### src/rtl/uart_kb_pkg.sv
// Shared types and constants for the key-to-UART transmit buffer.
package uart_kb_pkg;

    typedef enum logic [2:0] {
        IDLE      = 3'd0,
        LOAD      = 3'd1,
        WAIT_ACK  = 3'd2,
        WAIT_DONE = 3'd3,
        TERM      = 3'd4
    } state_t;

    localparam logic [7:0] TERM_CHAR_DEFAULT = 8'h0D;

    localparam logic MODE_BATCH = 1'b0;
    localparam logic MODE_AUTO  = 1'b1;

endpackage

### src/rtl/sync_fifo.sv
// First-word-fall-through synchronous FIFO with flush; flush wins over push.
module sync_fifo #(
    parameter int DATA_W = 8,
    parameter int DEPTH  = 16
) (
    input  logic                     clk,
    input  logic                     rst,
    input  logic                     i_push,
    input  logic [DATA_W-1:0]        i_data,
    input  logic                     i_pop,
    input  logic                     i_flush,
    output logic [DATA_W-1:0]        o_head,
    output logic [$clog2(DEPTH):0]   o_count,
    output logic                     o_full,
    output logic                     o_empty
);

    localparam int AW = $clog2(DEPTH);
    localparam logic [AW:0] FULL_CNT = (AW + 1)'(DEPTH);

    logic [DATA_W-1:0] r_mem [DEPTH];
    logic [AW-1:0]     r_wr_ptr;
    logic [AW-1:0]     r_rd_ptr;
    logic [AW:0]       r_count;
    logic              r_full;
    logic              r_empty;

    logic              w_wr;
    logic              w_rd;
    logic [AW:0]       w_count_nxt;

    // A full FIFO still takes a push when the head leaves in the same cycle.
    assign w_wr = i_push && (!r_full || i_pop) && !i_flush;
    assign w_rd = i_pop && !r_empty && !i_flush;

    // Next occupancy from this cycle's accepted push/pop.
    always_comb begin
        w_count_nxt = r_count;
        if (i_flush) begin
            w_count_nxt = '0;
        end else begin
            case ({w_wr, w_rd})
                2'b10:   w_count_nxt = r_count + (AW + 1)'(1);
                2'b01:   w_count_nxt = r_count - (AW + 1)'(1);
                default: w_count_nxt = r_count;
            endcase
        end
    end

    // Pointers and registered status flags.
    always_ff @(posedge clk) begin
        if (rst || i_flush) begin
            r_wr_ptr <= '0;
            r_rd_ptr <= '0;
            r_count  <= '0;
            r_full   <= 1'b0;
            r_empty  <= 1'b1;
        end else begin
            if (w_wr) begin
                r_wr_ptr <= r_wr_ptr + AW'(1);
            end
            if (w_rd) begin
                r_rd_ptr <= r_rd_ptr + AW'(1);
            end
            r_count <= w_count_nxt;
            r_full  <= (w_count_nxt == FULL_CNT);
            r_empty <= (w_count_nxt == '0);
        end
    end

    // Storage array; contents need no reset.
    always_ff @(posedge clk) begin
        if (w_wr) begin
            r_mem[r_wr_ptr] <= i_data;
        end
    end

    assign o_head  = r_mem[r_rd_ptr];
    assign o_count = r_count;
    assign o_full  = r_full;
    assign o_empty = r_empty;

endmodule

### src/rtl/uart_tx_key_buffer.sv
// Queues decoded key codes and feeds them to a UART transmitter via send/busy,
// either per key (auto) or as a drained batch with optional terminator.
module uart_tx_key_buffer
    import uart_kb_pkg::*;
#(
    parameter int                DATA_W    = 8,
    parameter int                DEPTH     = 16,
    parameter bit                TERM_EN   = 1'b1,
    parameter logic [DATA_W-1:0] TERM_CHAR = DATA_W'(TERM_CHAR_DEFAULT)
) (
    input  logic                     clk,
    input  logic                     rst,
    input  logic [DATA_W-1:0]        key_data,
    input  logic                     key_valid,
    input  logic                     send,
    input  logic                     mode,
    input  logic                     clear,
    input  logic                     tx_busy,
    output logic [DATA_W-1:0]        tx_data,
    output logic                     tx_send,
    output logic [$clog2(DEPTH):0]   count,
    output logic                     full,
    output logic                     empty,
    output logic                     overflow,
    output logic                     draining
);

    state_t              r_state;
    state_t              w_next;
    logic [DATA_W-1:0]   r_tx_data;
    logic                r_tx_send;
    logic                r_overflow;
    logic                r_draining;
    logic                r_batch_mode;
    logic                r_clear_pend;
    logic                r_term_flag;

    logic                w_pop;
    logic                w_push_ok;
    logic [DATA_W-1:0]   w_head;
    logic                w_full;
    logic                w_empty;

    sync_fifo #(
        .DATA_W (DATA_W),
        .DEPTH  (DEPTH)
    ) u_fifo (
        .clk     (clk),
        .rst     (rst),
        .i_push  (key_valid),
        .i_data  (key_data),
        .i_pop   (w_pop),
        .i_flush (clear),
        .o_head  (w_head),
        .o_count (count),
        .o_full  (w_full),
        .o_empty (w_empty)
    );

    assign w_push_ok = key_valid && (!w_full || w_pop);

    // Next-state decode; clear blocks a new LOAD so an emptied FIFO is never popped.
    always_comb begin
        w_next = r_state;
        w_pop  = 1'b0;
        case (r_state)
            IDLE: begin
                if (!clear && !w_empty && ((mode == MODE_AUTO) || send)) begin
                    w_next = LOAD;
                end else begin
                    w_next = IDLE;
                end
            end
            LOAD: begin
                w_pop  = 1'b1;
                w_next = WAIT_ACK;
            end
            WAIT_ACK: begin
                if (tx_busy) begin
                    w_next = WAIT_DONE;
                end else begin
                    w_next = WAIT_ACK;
                end
            end
            WAIT_DONE: begin
                if (tx_busy) begin
                    w_next = WAIT_DONE;
                end else if (r_clear_pend || clear || r_term_flag) begin
                    w_next = IDLE;
                end else if (!w_empty) begin
                    w_next = LOAD;
                end else if (r_batch_mode && TERM_EN) begin
                    w_next = TERM;
                end else begin
                    w_next = IDLE;
                end
            end
            TERM: begin
                w_next = WAIT_ACK;
            end
            default: begin
                w_next = IDLE;
            end
        endcase
    end

    // State, registered outputs and sticky/pending flags.
    always_ff @(posedge clk) begin
        if (rst) begin
            r_state      <= IDLE;
            r_tx_data    <= '0;
            r_tx_send    <= 1'b0;
            r_overflow   <= 1'b0;
            r_draining   <= 1'b0;
            r_batch_mode <= 1'b0;
            r_clear_pend <= 1'b0;
            r_term_flag  <= 1'b0;
        end else begin
            r_state    <= w_next;
            r_tx_send  <= (w_next == LOAD) || (w_next == TERM);
            r_draining <= (w_next != IDLE);
            if (w_next == LOAD) begin
                r_tx_data <= w_head;
            end else if (w_next == TERM) begin
                r_tx_data <= TERM_CHAR;
            end
            if ((r_state == IDLE) && (w_next == LOAD)) begin
                r_batch_mode <= (mode == MODE_BATCH);
            end
            if (w_next == IDLE) begin
                r_clear_pend <= 1'b0;
            end else if (clear && (r_state != IDLE)) begin
                r_clear_pend <= 1'b1;
            end
            if (w_next == IDLE) begin
                r_term_flag <= 1'b0;
            end else if (r_state == TERM) begin
                r_term_flag <= 1'b1;
            end
            if (clear) begin
                r_overflow <= 1'b0;
            end else if (key_valid && !w_push_ok) begin
                r_overflow <= 1'b1;
            end
        end
    end

    assign tx_data  = r_tx_data;
    assign tx_send  = r_tx_send;
    assign full     = w_full;
    assign empty    = w_empty;
    assign overflow = r_overflow;
    assign draining = r_draining;

endmodule

### config.mk
export PLATFORM = sky130hd
export DESIGN_NAME = uart_tx_key_buffer
export DESIGN_NICKNAME = d
export VERILOG_FILES = /design/src/rtl/uart_kb_pkg.sv /design/src/rtl/sync_fifo.sv /design/src/rtl/uart_tx_key_buffer.sv
export SDC_FILE = /design/constraint.sdc
export NUM_CORES = 1
export LEC_CHECK = 0
export CELL_PAD_IN_SITES_DETAIL_PLACEMENT = 1
export CELL_PAD_IN_SITES_GLOBAL_PLACEMENT = 2
export CORE_UTILIZATION = 40
export CTS_CLUSTER_SIZE = 20
export DETAILED_ROUTE_END_ITERATION = 7
export GPL_TIMING_DRIVEN = 0
export MAX_ROUTING_LAYER = met4
export PLACE_DENSITY = 0.77
export SLEW_MARGIN = 20
export SYNTH_ARGS = -nofsm -noshare
export SYNTH_HDL_FRONTEND = slang
export SYNTH_SLANG_ARGS = --single-unit
### constraint.sdc
create_clock -name clk -period 3.05 [get_ports clk]
set_clock_uncertainty 0.1 [all_clocks]
set_input_delay 0.7625 -clock clk [delete_from_list [all_inputs] [get_ports clk]]
set_output_delay 0.7625 -clock clk [all_outputs]
set_load 0.01 [all_outputs]
Word level (Yosys, flattened, before mapping)
Memory sizes are Yosys's and may differ from the RTL's. A register that Yosys moved wholly into a read port is not among the register bits.
Index checks and enable logic that the tools add are counted.
{ "op_classes": {"addsub": 4, "eq_ne": 9, "muxes": 16, "bitwise_logic": 1, "reduce_logical": 28} }
{ "op_table": {"columns": ["op", "count"], "rows": [
  ["$mux 8", 2],
  ["$mux 3", 4],
  ["$pmux 3 s4", 1],
  ["$pmux 5 s2", 1],
  ["$logic_and 1x1->1", 9],
  ["$add 4x1->4 const B", 2],
  ["$mux 4", 2],
  ["$eq 3x1->1 const B", 2],
  ["$eq 3x2->1 const B", 2],
  ["$eq 3x3->1 const B", 2],
  ["$logic_not 3->1", 2],
  ["$logic_or 1x1->1", 6],
  ["$reduce_bool 3->1", 2],
  ["$reduce_or 2->1", 3],
  ["$add 5x1->5 const B", 1],
  ["$eq 5x5->1 const B", 1],
  ["$logic_not 5->1", 1],
  ["$mux 1", 5],
  ["$mux 5", 1],
  ["$sub 5x1->5 const B", 1],
  ["$logic_not 1->1", 4],
  ["$eq 2x1->1 const B", 1],
  ["$eq 2x2->1 const B", 1],
  ["$reduce_bool 2->1", 1],
  ["$not 1->1", 1]
]} }
{ "word_totals": {"register_bits": 32, "ramBits": 128, "in_bits": 15, "output_inout_bits": 18, "mem_count": 1} }
{ "mem_list": {"columns": ["name", "words", "width", "read_ports", "rd_clocked_by_memory_dff", "wr", "line_no", "rtl"], "rows": [
  ["u_fifo.r_mem", 16, 8, 1, 1, 1, "sync_fifo.sv:21", "logic [DATA_W-1:0] r_mem [DEPTH];"]
]} }

Depth between registers and ports, before layout
Gate-level depths: netlist of run 1.
{ "logic_depth": {"depth_word": 9, "ltp_mapped": 12, "depth_no_buf": 11} }

Cells and area by module
A second synthesis of run 1 with hierarchy kept.
{ "hier_totals": {"cells_unflattened": 379, "area_unflattened_um2": 6631.4} }
{ "by_module_without_submodules": {"columns": ["mod", "n_inst", "cells_each", "area_per_inst_um2"], "rows": [
  ["sync_fifo", 1, 294, 5824.3],
  ["uart_tx_key_buffer", 1, 85, 807.0]
]} }

Worst setup path before layout of run 1
OpenSTA, ideal clock, no wires.
{ "synth_path": {"kind": "reg2reg", "from": "register r_state[0]", "to": "register u_fifo.r_empty (netlist: u_fifo.o_empty)", "setup_ps": 92, "arrival_time_ps": 3189, "required_ps": 2858, "path_slack_ps": -331, "stages_incl_launch_ff": 12, "path_buffers": 1, "path_cell_list": "dfxtp_1 or3b_2 nor3_1 ha_1 clkbuf_1 xor2_1 ha_1 a21o_1 a22oi_1 o2111a_1 or3_1 nor4_1"} }
{ "synth_via": {"elab_chain_cells": 9} }
{ "synth_lines": {"columns": ["item", "line_no", "rtl"], "rows": [
  ["start, declared", "uart_tx_key_buffer.sv:28", "state_t r_state;"],
  ["start signal, assigned", "uart_tx_key_buffer.sv:119", "r_state <= w_next;"],
  ["$eq 3x1->1 *", "uart_tx_key_buffer.sv:66", "case (r_state)"],
  ["$mux 1 *", "uart_tx_key_buffer.sv:66", null],
  ["$logic_or 1x1->1", "sync_fifo.sv:33", "assign w_wr = i_push && (!r_full || i_pop) && !i_flush;"],
  ["$logic_and 1x1->1 (2 in a row)", "sync_fifo.sv:33", null],
  ["$eq 2x1->1 / $eq 2x2->1 (equally long branches)", "sync_fifo.sv:42", "case ({w_wr, w_rd})"],
  ["$pmux 5 s2 *", "sync_fifo.sv:42", null],
  ["$mux 5 *", "sync_fifo.sv:39", "if (i_flush) begin"],
  ["$logic_not 5->1 *", "sync_fifo.sv:67", "r_empty <= (w_count_nxt == '0);"],
  ["end signal, assigned", "sync_fifo.sv:67", null],
  ["end, declared", "sync_fifo.sv:26", "logic r_empty;"]
]} }
Every way passes the cells marked *; elsewhere a longest branch is shown, timed or not.
A chain may end at the register's enable or synchronous reset.

Final worst setup path of run 1
Ends and elaborated chain as after synthesis.

==> results of run 1 <==
==> timing repair <==
item | 4_1_cts | 5_1_grt
setup endpoints to repair | 4 | 2
resized for setup | 15 | 1
pin swaps | 5 | 3
endpoints found under the hold margin | 0 | 0
buffers inserted | 3 | 2
==> area by class of cell <==
type	instances	area (sq um)	area share
plain buffers	18	78.8	0.0100
clock buffers	18	429	0.0547
clock inverters	14	185	0.0236
inverters	6	22.5	0.00287
multi-input cells	209	1910	0.244
flip-flops and latches	164	4570	0.582
well taps	216	270	0.0344
repair buffers	41	382	0.0486
==> routing by layer <==
metal  GRT usage  vias to the layer above  part of all wire
met4      0.0699                        0             0.013
li1            -                     1671                 -
met2       0.308                       79              0.50
met5           -                        -                 0
met3      0.0471                       20             0.036
met1       0.245                     1903              0.45
==> state kept, by name, indices dropped and copies added (netlist names), named ones only <==
| name | flops |
|---|---|
| u_fifo.r_mem | 128 |
| tx_data | 8 |
| u_fifo.o_count | 5 |
| u_fifo.r_rd_ptr | 4 |
| u_fifo.r_wr_ptr | 4 |
| r_state | 3 |
| draining | 1 |
| overflow | 1 |
| r_batch_mode | 1 |
| r_clear_pend | 1 |
| r_term_flag | 1 |
| tx_send | 1 |
| u_fifo.o_empty | 1 |
| u_fifo.o_full | 1 |
==> cells by family (layout without fill, tap and decap cells) <==
| logic type | Yosys count | after routing | share of synthesized area |
|---|---|---|---|
| AO/OA/AOI/OAI | 46 | 46 | 0.0507 |
| buffers and inverters | 26 | 97 | 0.0168 |
| flip-flops | 164 | 164 | 0.703 |
| AND/OR/NAND/NOR | 108 | 108 | 0.0815 |
| XOR/XNOR | 10 | 10 | 0.0135 |
| adder cells (fa/ha/maj) | 8 | 8 | 0.0154 |
| multiplexers | 37 | 37 | 0.119 |
==> how the worst min path moves through the flow <==
stage	start	end	slack, ps	cells after the start
floorplan	r_term_flag	r_term_flag	350	2
global placement	tx_data[6]	tx_data[6]	340	2
detailed placement	tx_data[5]	tx_data[5]	350	2
CTS	tx_data[5]	tx_data[5]	360	2
global route	tx_data[4]	tx_data[4]	380	2
finish	tx_data[5]	tx_data[5]	350	2
==> power breakdown <==
group	internal (uW)	leakage (uW)	switching [uW]
Sequential	2420	0.00145	7.64
Combinational	48.7	0.000797	72.9
Clock	1360	0.000287	854
Total	3830	0.00253	935
==> cell usage in the layout (no fill, tap or decap), types with 5 or more instances in the layout <==
cell               n
clkdlybuf4s50_1   30
nor2_1            37
xor2_1             8
clkbuf_16         17
a21oi_1           11
buf_2              6
clkbuf_1          11
dfxtp_1           33
ha_1               6
edfxtp_1         128
nand2_1           22
inv_1              5
mux4_2            32
buf_4             10
nand3_1            7
nor2b_1            9
nand2b_1           5
mux2i_1            5
==> worst max-delay path: stages (launching register included) <==
cell      delay [ps]
dfxtp_2          350
or3b_4           440
a21oi_4          160
inv_2             70
ha_4             180
xor2_1           160
ha_2             220
nor4b_2          210
mux2i_1          130
o2111a_1         160
or3_4            360
nor4_4           270
==> stage by stage <==
step / utilization / hold slack (ps) / instance area, sq um / setup WS, ps
after floorplan: - / 350 / 6530 / 8.39
after global placement: 0.448 / 342 / 7120 / -1040
after detailed placement: 0.452 / 348 / 7170 / -1130
after CTS: 0.493 / 357 / 7840 / 10.8
after global routing: 0.494 / 382 / 7850 / 5.67
final: 0.494 / 353 / 7850 / 147
==> cells in the mapped netlist (4+ instances only) <==
master / n
mux2i_1: 5
or3_1: 4
a21oi_1: 12
ha_1: 8
nor2_1: 37
nor3_1: 8
xor2_1: 8
nand3_1: 7
nand2_1: 22
inv_1: 6
dfxtp_1: 36
clkbuf_1: 12
nand2b_1: 5
and3_1: 4
a22oi_1: 5
mux4_2: 32
buf_2: 5
edfxtp_1: 128
a31o_2: 4
o21ai_0: 4
nor2b_1: 9
==> impl_metrics.yaml, run 1 <==
status:
  status: "finished clean"
finish:
  nFillCells: 1531
  layout.nets: 480
  drive_above_1_share: 0.219
  area_growth_syn_to_layout_pct: 20.9
  antenna_cells: 0
  layout.cells.non_filler: 686
synthesis:
  synth_edf_count: 128
  synth_ff_type: "edfxtp_1"
  ys_ff_latch: 164
  syn-num-nets: 422
  synth_area_leaders: "edfxtp_1 (59%), dfxtp_1 (11%), mux4_2 (11%)"
  synth_top_cell_area_share: 0.592
  yosysUniqueCellTypes: 46
  yosysSeqAreaShare: 0.703
  syn_area_sq_um: 6490
  synthCells: 399
  syn-mean-instance-area_sq_um: 16.3
  post-synth-top-area-cell: "edfxtp_1"
  async_flop_share: 0
  yosysWarningCount: 0
routing:
  via_count: 3673
  ant_nets: 0
  drt_iter0_drc: 281
  wl_per_cell_microns: 21.1
  drc: 0
  finalWirelength_mm: 14.5
  via_per_inst: 5.35
  firstDrtPassIters: 4
floorplan:
  coreArea_sq_um: 15900
  die_x_microns: 129
  rows: 46
  io_pins: 33
  dieArea_sq_um: 16700
  initial_utilization: 0.409
  die_h_microns: 129
power_and_ir_drop:
  p_per_area_nw_per_um2: 607
  p_leak_uw: 0.00253
  ir_drop_mv: 0.352
  power_uw: 4770
cts:
  root_buffer: "clkbuf_16"
  cts_tree: "done"
  cts_hold_buf: 0
  cts.path.max_buffers: 2
  htreeDepth: 4
  clkTransAtPathRegs_ps: 60
  cts_sinks: 164
  cts_buffers: 17
  insertion_delay_ps: 430
sta:
  max_freq_mhz: 344
  relSlewSlack: 0.343
  drv_slew: 0
  tightest_slew_ps: 982
  tns_ps: 0
  finalSetupViolCount: 0
  rsz0062_at_grt: "false"
  finalHoldViolCount: 0
  period_needed_ps: 2900
  final.period_utilization: 0.952
worst_setup_path:
  rr_worst_depth: 11
  crit_start: "r_state[0]"
  worstPathRequired_ps: 3280
  crit_fanout: 5
  endpoint: "u_fifo.o_empty"
  reg2reg_slack_ps: 150
  worstSetupPathType: "flip-flop to flip-flop"
  end_kind: "flip-flop"
  reg2reg_from: "r_state[0]"
  worstPathArrival_ps: 3130
  reg2reg_to: "u_fifo.o_empty"
  startpoint_type: "flip-flop"
global_routing:
  grt_pass1_wl_mm: 22.3
  antenna_found_initial: 0
  grt_start_max_net_pins: 17
  grt_overflow: 0
  grt_pass1_vias: 3876
  grt_use_total: 0.195
run:
  maxCapViolCount: 0
placed_design:
  gp_congestion: 0.770
  dp.cells: 651
  hpwl_mm: 10.0
  port_buffers: 32
hold_path:
  hp-class: "flip-flop to flip-flop"
Note: power is estimated with default switching activity, not from simulation.
==> run 2, diff against run 1 <==
GPL_ROUTABILITY_DRIVEN = 1   (was unset)
SETUP_SLACK_MARGIN = 0.02   (was unset)
==> run 2 against run 1 <==
- combinational power barely moved
- wire length fell by 1.8%
- sequential share of layout area up 0.14 points
- critical path depth is 1 lower
- largest power group unchanged
==> impl_metrics.yaml, run 2 (synthesized netlist as in run 1, its figures left out) <==
placed_design:
  place_ws_ps: -926
  hpwl_mm: 9.62
  port_buffers: 32
  gp_congestion: 0.763
floorplan:
  initial_utilization: 0.409
  die_x_microns: 129
  rows: 46
  dieArea_sq_um: 16700
  io_pins: 33
  coreArea_sq_um: 15900
  die_h_microns: 129
worst_setup_path:
  cpMostUsedCell: "ha_2"
  worstPathArrival_ps: 3170
  worstPathRequired_ps: 3270
  end_kind: "flip-flop"
  critical_path_buf_inv_count: 0
  crit_fanout: 5
  crit_path_max_incr_delay_ps: 440
  crit_chain: "or3b_4 > nor3_4 > ha_2 > xor2_1 > ha_2 > a21o_1 > a22oi_2 > o2111a_1 > or3_4 > and4_1"
  slowest_stage: "or3b_4"
  startpoint_type: "flip-flop"
  critPathTopFamily: "simple AND/OR/NAND/NOR gates"
  worstSetupPathType: "flip-flop to flip-flop"
finish:
  layout.nets: 485
  area_growth_syn_to_layout_pct: 20.8
  final_cell_mix: "edfxtp_1 (128), nor2_1 (37), dfxtp_1 (33)"
  largest-register: "u_fifo.r_mem"
  largest_register_ffs: 128
  drive_above_1_share: 0.224
  antenna_cells: 0
  layout_commonest_cell: "edfxtp_1"
power_and_ir_drop:
  ir_drop_mv: 0.400
  p_leak_uw: 0.00254
  p_per_area_nw_per_um2: 587
cts:
  cts_sinks: 164
  cts_tree: "done"
  htreeDepth: 4
  cts.path.max_buffers: 2
  clkTransAtPathRegs_ps: 60
  root_buffer: "clkbuf_16"
  cts_buffers: 17
  insertion_delay_ps: 420
routing:
  via_count: 3613
  finalWirelength_mm: 14.2
  wl_per_cell_microns: 20.6
  drt_iter0_drc: 281
  firstDrtPassIters: 4
  drc: 0
  ant_nets: 0
  via_per_inst: 5.24
global_routing:
  antenna_found_initial: 0
  grt_use_total: 0.189
  grt_start_max_net_pins: 17
  grt_overflow: 0
  grt_pass1_wl_mm: 21.5
  gr-usage-met2: 0.283
  grt_busiest_layer: "met2"
  grt_pass1_vias: 3715
  grtUsageMet3: 0.0396
  grtUsageMet1: 0.260
hold_path:
  hp-class: "flip-flop to flip-flop"
sta:
  setup_ws_ps: 93.7
  finalHoldViolCount: 0
  rsz0062_at_grt: "true"
  period_needed_ps: 2960
  finalSetupViolCount: 0
  max_freq_mhz: 338
  tightest_slew_ps: 1200
  final.period_utilization: 0.969
  drv_slew: 0
  relSlewSlack: 0.192
  hold_slack_ps: 358
run:
  maxCapViolCount: 0
status:
  status: "finished clean"
==> run 2: worst reg2reg max path: stages (launching register included) <==
cell      delay [ps]
dfxtp_4          360
or3b_4           440
nor3_4           230
ha_2             240
xor2_1           150
ha_2             250
a21o_1           140
a22oi_2           80
o2111a_1         260
or3_4            410
and4_1           190
==> run 2: repair_timing <==
item | CTS | global route
resized for setup | 11 | 8
hold buffers | 0 | 0
buffers inserted | 7 | 3
setup endpoints to repair | 13 | 2
pin swaps | 6 | 10
==> run 2: final cells by class <==
type | count | area (sq um)
Fill cell | 1552 | 8050
Sequential cell | 164 | 4570
Multi-Input combinational cell | 209 | 1910
Clock buffer | 18 | 429
Timing Repair Buffer | 45 | 412
Tap cell | 216 | 270
Clock inverter | 13 | 134
Buffer | 19 | 83.8
Inverter | 6 | 22.5
==> run 2: path summary, 6_finish.rpt <==
kind              startpoint  slack, ps  cells past startpoint            end
setup reg to reg  r_state[2]         90                     10  u_fifo.o_full
hold reg to reg   tx_data[5]        360                      2     tx_data[5]
setup / recovery  r_state[2]         90                     10  u_fifo.o_full
hold / removal    tx_data[5]        360                      2     tx_data[5]
==> run 2: metrics by stage <==
stage / total power [uW] / area [sq um] / setup TNS (ps) / utilization / cells
6_report: 4600 / 7840 / 0 / 0.493 / 690
3_5_place_dp: 2600 / 7170 / -32620 / 0.451 / 650
3_3_place_gp: 2590 / 7130 / -42400 / 0.449 / 647
2_1_floorplan: 2520 / 6540 / 0 / - / 399
5_1_grt: 4720 / 7840 / -41.7 / 0.493 / 690
4_1_cts: 4630 / 7800 / 0 / 0.491 / 688
==> run 2: layer usage <==
metal,up-vias,share of wire
li1,1675,-
met1,1855,0.46
met2,71,0.48
met3,12,0.049
met4,0,0.011
met5,-,0
==> run 2: where the power goes <==
| group | leakage, uW | switching [uW] | internal [uW] | total [uW] |
|---|---|---|---|---|
| clock | 0.000271 | 854 | 1200 | 2050 |
| sequential | 0.00145 | 7.00 | 2420 | 2430 |
| combinational | 0.000822 | 72.2 | 50.2 | 122 |
==> RTL change 1 (settings of run 2) <==
`DATA_W` is set to 8 in 2 places; all go to 12.
--- a/src/rtl/sync_fifo.sv
+++ b/src/rtl/sync_fifo.sv
@@ -1,6 +1,6 @@
 // First-word-fall-through synchronous FIFO with flush; flush wins over push.
 module sync_fifo #(
-    parameter int DATA_W = 8,
+    parameter int DATA_W = 12,
     parameter int DEPTH  = 16
 ) (
     input  logic                     clk,
--- a/src/rtl/uart_tx_key_buffer.sv
+++ b/src/rtl/uart_tx_key_buffer.sv
@@ -3,7 +3,7 @@
 module uart_tx_key_buffer
     import uart_kb_pkg::*;
 #(
-    parameter int                DATA_W    = 8,
+    parameter int                DATA_W    = 12,
     parameter int                DEPTH     = 16,
     parameter bit                TERM_EN   = 1'b1,
     parameter logic [DATA_W-1:0] TERM_CHAR = DATA_W'(TERM_CHAR_DEFAULT)
Ports: changed (resized key_data and tx_data); port bits go from 33 to 41. The function was not compared with the original's and may differ.
==> RTL change 1 against run 2 <==
- power is 42% higher
- sequential cell count is 68 higher
- via count is 40% higher
- design area is 40% higher
- critical path depth is 3 higher
- setup slack worse by 23 ps
- wire length is 49% higher
- area after synthesis is 42% higher
- critical endpoint is now u_fifo.o_empty
- highest routed layer unchanged
==> RTL change 1: results (changes against run 2) <==
- Run status: finished clean
- Proportion of layout cells with a drive suffix above 1: 0.254 (+0.0299)
- Total of cells resized after clock tree synthesis: 6 (-5)
- Routability cong.: 0.825 (+8.2%)
* Global Route met1 Usage: 0.239 (-0.0211)
- The post-synthesis cell area was 9210 sq um (+42%).
- Overall routed net length: 21.2 mm (+49%)
* Number of global-route vias before repair: 5,439 (+46%)
- The area of the multi-input gates came to 2620 sq um (+37%).
- The total half-perimeter wirelength after legalization and detailed placement came to 14.1 mm (+46%).
* Crit path arrival time: 3320 ps (+150 ps)
- Fill cell count: 2,164 (+39%)
- Final core utilization: 0.485 (-0.00797)
- Layout Nets: 639 (+32%)
* Total via count in the routed design: 5,057 (+40%)
- Routed length on met1: 9.14 mm (+40%)
- Routed wire length per instance: 23.2 um (+12%)
- The total global-route track usage was 0.190 (+0.00130).
* List of most frequent post-synthesis cells: edfxtp_1, dfxtp_1, nor2_1
* Synthesized-area fraction occupied by ao, oa, aoi and oai cells: 0.0685 (+0.0178)
- The overall power after layout is 6.51 mW (+42%).
* Global Route met2 Usage: 0.326 (+0.0430)
- The number of buffers other than clock buffers in the final layout was 78 (+22%).
* Global routing usage on met3: 0.0259 (-0.0137)
* Initial DRC count: 318 (+13%)
## RTL change 1: cell types whose count changed after synthesis, moves of 4 or more
| cell | before | now |
|---|---|---|
| mux2i_1 | 5 | 20 |
| buf_2 | 5 | 10 |
| nand2b_1 | 5 | 17 |
| o22ai_1 | 1 | 16 |
| nand2_1 | 22 | 14 |
| nand3_1 | 7 | 3 |
| mux2_2 | 0 | 16 |
| a221oi_1 | 0 | 7 |
| o32ai_2 | 0 | 5 |
| dfxtp_1 | 36 | 40 |
| o21ai_2 | 0 | 5 |
| a31o_2 | 4 | 0 |
| edfxtp_1 | 128 | 192 |
## RTL change 1: worst paths after layout
| kind | endpoint | cells after the start | slack (ps) | start |
|---|---|---|---|---|
| worst min-delay path | overflow | 2 | 390 | overflow |
| worst min register to register | overflow | 2 | 390 | overflow |
| worst max register to register | u_fifo.o_empty | 13 | 70 | r_state[2] |
| worst max-delay path | u_fifo.o_empty | 13 | 70 | r_state[2] |
==> RTL change 2 (config.mk and constraints of run 2) <==
Without the edit above. Make the reset (`rst`) asynchronous in one clocked block.
--- a/src/rtl/uart_tx_key_buffer.sv
+++ b/src/rtl/uart_tx_key_buffer.sv
@@ -105,7 +105,7 @@
     end
 
     // State, registered outputs and sticky/pending flags.
-    always_ff @(posedge clk) begin
+    always_ff @(posedge clk or posedge rst) begin
         if (rst) begin
             r_state      <= IDLE;
             r_tx_data    <= '0;
Check against the original RTL: differs if rst is asserted again (counterexample within 4 cycles, from zero or initial values and one cycle with rst high); with rst held inactive, the same outputs for 10 cycles.
==> RTL change 2 against run 2 <==
- setup slack better by 31 ps
- design area down 0.61%
- sequential share of layout area up 1.4 points
- sequential cell count unchanged
- count of clock-buffer cells in the layout up 1
- wire length up 0.57%
- area after synthesis up 1.8%
Power is not compared: it rests on default switching activity, and its combinational part moved more than twofold at a synthesized area within 25%.
==> RTL change 2: results (changes against run 2) <==
- The flow ran to the end, and the final reports show no timing, DRC or antenna violations.
- The fraction of the mapped netlist area in adder cells came to 0.0151 (-0.000275).
* Worst Hold Launch: r_clear_pend
- Multi-input gate share of total cell area: 0.241 (-0.00349)
- Maximum number of pins on one net before global-route repair: 18 (+1)
- Initial DRC count: 178 (-37%)
- The total instance count after detailed placement is 633 (-2.6%).
- The multiplexer fraction of the synthesized cell area was 0.114 (-0.00514).
* Proportion of cell area occupied by registers: 0.597 (+0.0135)
- Post-Synthesis Cells: 385 (-3.5%)
- The worst register-to-register path begins at r_state[1].
* Met2 WL: 7.15 mm (+4.1%)
* Worst hold margin: 410 ps (+52.0 ps)
- Instance area after placement: 7250 sq um (+1.1%)
- The final routed wirelength across all metal layers was 14.3 mm (+0.57%).
- The number of global-route vias before repair came to 3,821 (+2.9%).
- Layout Nets: 462 (-4.7%)
- Summing internal, switching and leakage power gives 4.80 mW.
* Synthesized-area fraction occupied by ao, oa, aoi and oai cells: 0.0631 (+0.0124)
* Proportion of layout cells with a drive suffix above 1: 0.222 (-0.00190)
- The worst max-slew margin expressed relative to the limit was 0.410 (+0.218).
- The total half-perimeter wirelength after legalization and detailed placement is 9.54 mm (-0.89%).
- First-pass GRT wire length: 22.0 mm (+2.2%)
* R2R Setup Slk: 120 ps (+30 ps)
- ClkCell Share: 0.0662 (-0.00566)
RTL change 2: cell types whose count changed after synthesis, moves of 6 or more:
cell / delta
a221oi_2: +6
dfrtp_1: +17
dfxtp_1: -17
nand2_1: -9
nor2_1: -7
o21ai_1: +8
RTL change 2: repair_timing:
action,CTS,global route
buffers inserted,4,1
endpoints found under the setup margin,3,2
pin swaps,8,6
resized for setup,4,3
RTL change 2: critical path: cells and delay by family (launching register included):
kind	cells	cell delay, ps
fa+ha+maj	2	410
flops	1	440
buf+inv	1	70
simple gates	3	990
xor+xnor	1	150
compound gates	4	660
RTL change 2: worst max-delay path by stage:
stage	from	endpoint	slack (ps)	cells past startpoint
global route	r_state[1]	u_fifo.o_empty	3	11
finish	r_state[1]	u_fifo.o_empty	120	11
global placement	clear	u_fifo.o_empty	-820	12
CTS	r_state[2]	u_fifo.o_empty	50	12
detailed placement	clear	u_fifo.o_empty	-850	12
floorplan	clear	u_fifo.o_empty	10	11
